--- config.mk ---
export PLATFORM = sky130hd
export DESIGN_NAME = bus_driver
export DESIGN_NICKNAME = d
export VERILOG_FILES = /design/src/rtl/bus_driver.sv
export SDC_FILE = /design/constraint.sdc
export NUM_CORES = 1
export LEC_CHECK = 0
export ABC_AREA = 1
export BUFFER_PORTS_ARGS = -buffer_cell sky130_fd_sc_hd__buf_2
export CORE_MARGIN = 2
export CORE_UTILIZATION = 47
export DETAILED_ROUTE_END_ITERATION = 8
export GPL_TIMING_DRIVEN = 0
export PLACE_DENSITY = 0.8
export SLEW_MARGIN = 0
export SYNTH_ARGS = -nofsm -noshare
export SYNTH_HDL_FRONTEND = slang
export SYNTH_SLANG_ARGS = --single-unit
--- constraint.sdc ---
create_clock -name clk -period 1.4 [get_ports clk]
set_input_delay 0.07 -clock clk [delete_from_list [all_inputs] [get_ports clk]]
set_output_delay 0.07 -clock clk [all_outputs]
set_load 0.01 [all_outputs]
--- src/rtl/bus_driver.sv ---
// Internal-bus write driver: priority-selects one byte source onto a registered bus
// with a hold window, 0xFF precharge and contention tracking. Optional busParity via BUS_DRIVER_PARITY_EN.
module bus_driver #(
  parameter int                 SOURCE_COUNT    = 4,
  parameter int                 WIDTH           = 8,
  parameter int                 HOLD_CYCLES     = 2,
  parameter logic [WIDTH-1:0]   PRECHARGE_VALUE = {WIDTH{1'b1}}
) (
  input  logic                           clk,
  input  logic                           rst,
  input  logic [WIDTH*SOURCE_COUNT-1:0]  sourceInputs,
  input  logic [SOURCE_COUNT-1:0]        sourceWriteEnable,
  input  logic                           clearContention,
  output logic [WIDTH-1:0]               busOutput,
  output logic                           busValid,
  output logic [1:0]                     busState,
  output logic                           contentionFlag,
`ifdef BUS_DRIVER_PARITY_EN
  output logic                           busParity,
`endif
  output logic [7:0]                     contentionCount
);

  localparam logic [1:0] ST_PRECHARGED = 2'b00;
  localparam logic [1:0] ST_DRIVEN     = 2'b01;
  localparam logic [1:0] ST_HOLDING    = 2'b10;

  localparam int             HW       = (HOLD_CYCLES > 0) ? $clog2(HOLD_CYCLES + 1) : 1;
  localparam logic [HW-1:0]  HOLD_MAX = HW'(HOLD_CYCLES);

  logic [1:0]       state_q, state_d;
  logic [WIDTH-1:0] bus_q, bus_d;
  logic [HW-1:0]    hold_q, hold_d;
  logic [7:0]       cnt_q, cnt_d, cnt_base;
  logic             flag_q, flag_d;
  logic [WIDTH-1:0] sel_byte;
  logic             any_en;
  logic             multi_en;

  // NOTE: every always_comb output gets a default before any branch so no latch is inferred.
  always_comb begin
    sel_byte = '0;
    // Ascending scan: the last (highest-indexed) enabled source overwrites the rest.
    for (int i = 0; i < SOURCE_COUNT; i++) begin
      if (sourceWriteEnable[i]) sel_byte = sourceInputs[WIDTH*i +: WIDTH];
    end
  end

  assign any_en   = |sourceWriteEnable;
  assign multi_en = $countones(sourceWriteEnable) > 1;

  always_comb begin
    state_d = state_q;
    bus_d   = bus_q;
    hold_d  = hold_q;
    if (any_en) begin
      state_d = ST_DRIVEN;
      bus_d   = sel_byte;
      hold_d  = '0;
    end else begin
      case (state_q)
        ST_DRIVEN: begin
          if (HOLD_CYCLES == 0) begin
            state_d = ST_PRECHARGED;
            bus_d   = PRECHARGE_VALUE;
          end else begin
            state_d = ST_HOLDING;
            hold_d  = HW'(1);
          end
        end
        ST_HOLDING: begin
          if (hold_q < HOLD_MAX) begin
            hold_d = hold_q + HW'(1);
          end else begin
            state_d = ST_PRECHARGED;
            bus_d   = PRECHARGE_VALUE;
            hold_d  = '0;
          end
        end
        default: begin
          state_d = ST_PRECHARGED;
          bus_d   = PRECHARGE_VALUE;
          hold_d  = '0;
        end
      endcase
    end
  end

  // Clear takes effect before this edge's contention, so both together leave count = 1.
  always_comb begin
    cnt_base = clearContention ? 8'd0 : cnt_q;
    cnt_d    = (multi_en && cnt_base != 8'hFF) ? cnt_base + 8'd1 : cnt_base;
    flag_d   = (clearContention ? 1'b0 : flag_q) | multi_en;
  end

  // NOTE: sequential state uses non-blocking assignments so all registers update from pre-edge values.
  always_ff @(posedge clk or posedge rst) begin
    if (rst) begin
      state_q <= ST_PRECHARGED;
      bus_q   <= PRECHARGE_VALUE;
      hold_q  <= '0;
      cnt_q   <= '0;
      flag_q  <= 1'b0;
    end else begin
      state_q <= state_d;
      bus_q   <= bus_d;
      hold_q  <= hold_d;
      cnt_q   <= cnt_d;
      flag_q  <= flag_d;
    end
  end

`ifdef BUS_DRIVER_PARITY_EN
  logic parity_q;

  always_ff @(posedge clk or posedge rst) begin
    if (rst) parity_q <= ^PRECHARGE_VALUE;
    else     parity_q <= ^bus_d;
  end

  assign busParity = parity_q;
`endif

  assign busOutput       = bus_q;
  assign busState        = state_q;
  assign busValid        = (state_q == ST_DRIVEN);
  assign contentionFlag  = flag_q;
  assign contentionCount = cnt_q;

endmodule

==> qor.yml <==
status: "finished clean"
netlist.top_cell.by_area: "dfrtp_1"
start_kind: "register"
drc: 0
tritoncts: "yes"
synth_seq_cells: 21
p_sw_uw: 395
fp.dieW_um: 57.5
grt_overflow: 0
min_period_ns: 1.33
num_rows: 19
die_h_um: 57.5
hpwl_um: 2410
fin_crit_sh_pct: 94.7
fin_util_pct: 62.7
dieArea_um2: 3300
yosysUniqueCellTypes: 31
required_ns: 1.33
netlist_area_um2: 1340
clkPwrFrac_pct: 22.1
avgSynthCellArea_um2: 8.14
finalHoldViolCount: 0
slew_headroom_pct: 47.8
grt_pass1_vias: 1281
seqPwrFrac_pct: 52.9
synth.top_cell.area_share_pct: 24.2
post-place-ws_ns: -0.155
syn-num-nets: 208
tightest_slew_ns: 0.782
via_per_inst: 5.19
drive_above_1_share_pct: 38.8
cts_buffers: 3
h-tree-depth: 1
ios: 59
wire_per_inst_um: 12.2
syn_inst: 165
drt_iter0_drc: 33
worst_slack_ns: 0.0747
design_area_um2: 1720
detail_route.first_pass.iterations: 4
synth_most_common_cell: "nand2_1"
dpl-instance-area_um2: 1660
ys.flop_type: "dfrtp_1"
p_total_uw: 1320
rsz0062_at_grt: "no"
critPathArrivalTime_ns: 1.26
max_freq_ghz: 0.755
ir_drop_mv: 0.581
worst_setup_path_end_kind: "output pin"
pwr_density_cell_nw_per_um2: 769
comb_power_share_pct: 25.0
max-cap-violations: 0
clk_pin_slew_ns: 0.11
num_vias: 1340
yosysSeqAreaShare_pct: 39.9
initial_core_util_pct: 49.2
portBuffers: 55
clk_latency_ns: 0.30
hold_ws_ns: 0.0621
path_class: "register to output pin"
cts_buffer_depth: 2
synth_edf_count: 0
antenna_found_initial: 0
intPower_uw: 924
hold_class: "input pin to register"
synthTopCellsByCount: "nand2_1 (28), a21oi_1 (26), inv_1 (19)"
cts_sinks: 21
ys_warn_count: 0
slew_viol_final: 0
syn2layout_area_growth_pct: 27.7
grt.total_usage_pct: 20.6
synthArstFlopShare_pct: 100
n_antenna_cell: 0
synth_area_leaders: "dfrtp_1 (24%), dfstp_2 (16%), a21oi_1 (9.7%), nand2_1 (7.8%), inv_1 (5.3%)"
grt_max_degree: 22
setup_violations: 0
root_buffer: "clkbuf_4"
leakagePower_uw: 0.000920
drt_wl_total_um: 3140
place.gp.congestion: 0.800
core_area_um2: 2730
final_nets: 271
critPathMaxFanout: 4
fin_worst_skew_ns: 0.00599
grt_pass1_wl_um: 5430
ant_nets: 0
swShare_pct: 30.0
## power groups by stage
stage / Combinational, µW / Sequential (µW) / Clock [µW]
floorplan: 174 / 731 / 0
global placement: 320 / 709 / 0
detailed placement: 326 / 708 / 0
CTS: 329 / 699 / 300
global route: 368 / 705 / 326
finish: 329 / 698 / 291
## cell families after synthesis
logic type,after synthesis,synth area share (%)
flip-flops,21,39.9
buffers and inverters,27,9.59
XOR/XNOR,2,1.30
AO/OA/AOI/OAI,47,19.9
AND/OR/NAND/NOR,64,25.0
adder cells (fa/ha/maj),4,4.28
## cell type report
cell class	instances	area, µm²
Buffer	4	35.0
Clock buffer	4	26.3
Tap cell	31	38.8
Timing Repair Buffer	57	293
Fill cell	255	1020
Inverter	23	93.8
Multi-Input combinational cell	118	693
Sequential cell	21	536
## worst max-delay path, cell delays in order (launching register included)
cell and delay (ns):
dfrtp_1 0.39, buf_4 0.13, ha_1 0.27, buf_2 0.17
## worst paths after layout
check,slack [ns],end,cells after the start,start
hold reg to reg,0.49,contentionFlag$_DFF_PP0_,2,contentionFlag$_DFF_PP0_
setup reg to reg,0.08,busOutput[3]$_DFFE_PP1P_,5,busState[0]$_DFFE_PP0P_
max in group asynchronous,0.47,hold_q[0]$_DFF_PP0_,3,rst
setup / recovery,0.07,busValid,3,busState[0]$_DFFE_PP0P_
min in group asynchronous,0.44,contentionCount[0]$_DFF_PP0_,3,rst
hold / removal,0.06,busOutput[0]$_DFFE_PP1P_,4,sourceInputs[0]
## state kept, by name, indices dropped and copies added, names as in the netlist
signal and count:
contentionFlag 1, hold_q 2, busOutput 8, contentionCount 8, busState 2
## per-stage QoR
step	TNS [ns]	std cells
global placement	-0.630	251
global route	0	258
finish	0	258
CTS	0	256
detailed placement	-0.825	251
floorplan	0	165
## layout by cell type, fill, tap and decap left out
cell / instances
ha_1: 3
nor2_1: 13
nand2_1: 28
nand2_2: 1
a31oi_1: 1
nand4_1: 2
dfrtp_1: 13
nand3_2: 3
inv_4: 3
o21ai_0: 9
a21oi_1: 26
nor4_1: 1
nor3_1: 1
nand2_4: 2
nand3b_1: 1
clkbuf_4: 3
buf_8: 1
inv_1: 19
nand3_4: 1
dfstp_2: 8
xor2_1: 1
o21ai_1: 2
nand3_1: 7
nor2_4: 4
clkbuf_1: 1
buf_4: 3
o21ai_2: 1
a21o_1: 8
buf_2: 56
inv_2: 1
xnor2_1: 1
dlygate4sd3_1: 1
o21ai_4: 1
fa_1: 1
## layer usage
metal	GRT usage, %	wire (µm)	vias to the layer above
met5	0	0	-
met4	5.98	53	0
met3	3.85	169	8
met2	35.2	1470	44
met1	26.6	1450	617
li1	-	-	671
## timing repair
item | CTS | global route
setup endpoints to repair | 0 | 7
hold buffers | 1 | 0
setup buffers | 0 | 1
gates resized for setup | 0 | 1
endpoints found under the hold margin | 13 | 0
Power figures use the tool's default switching activity.
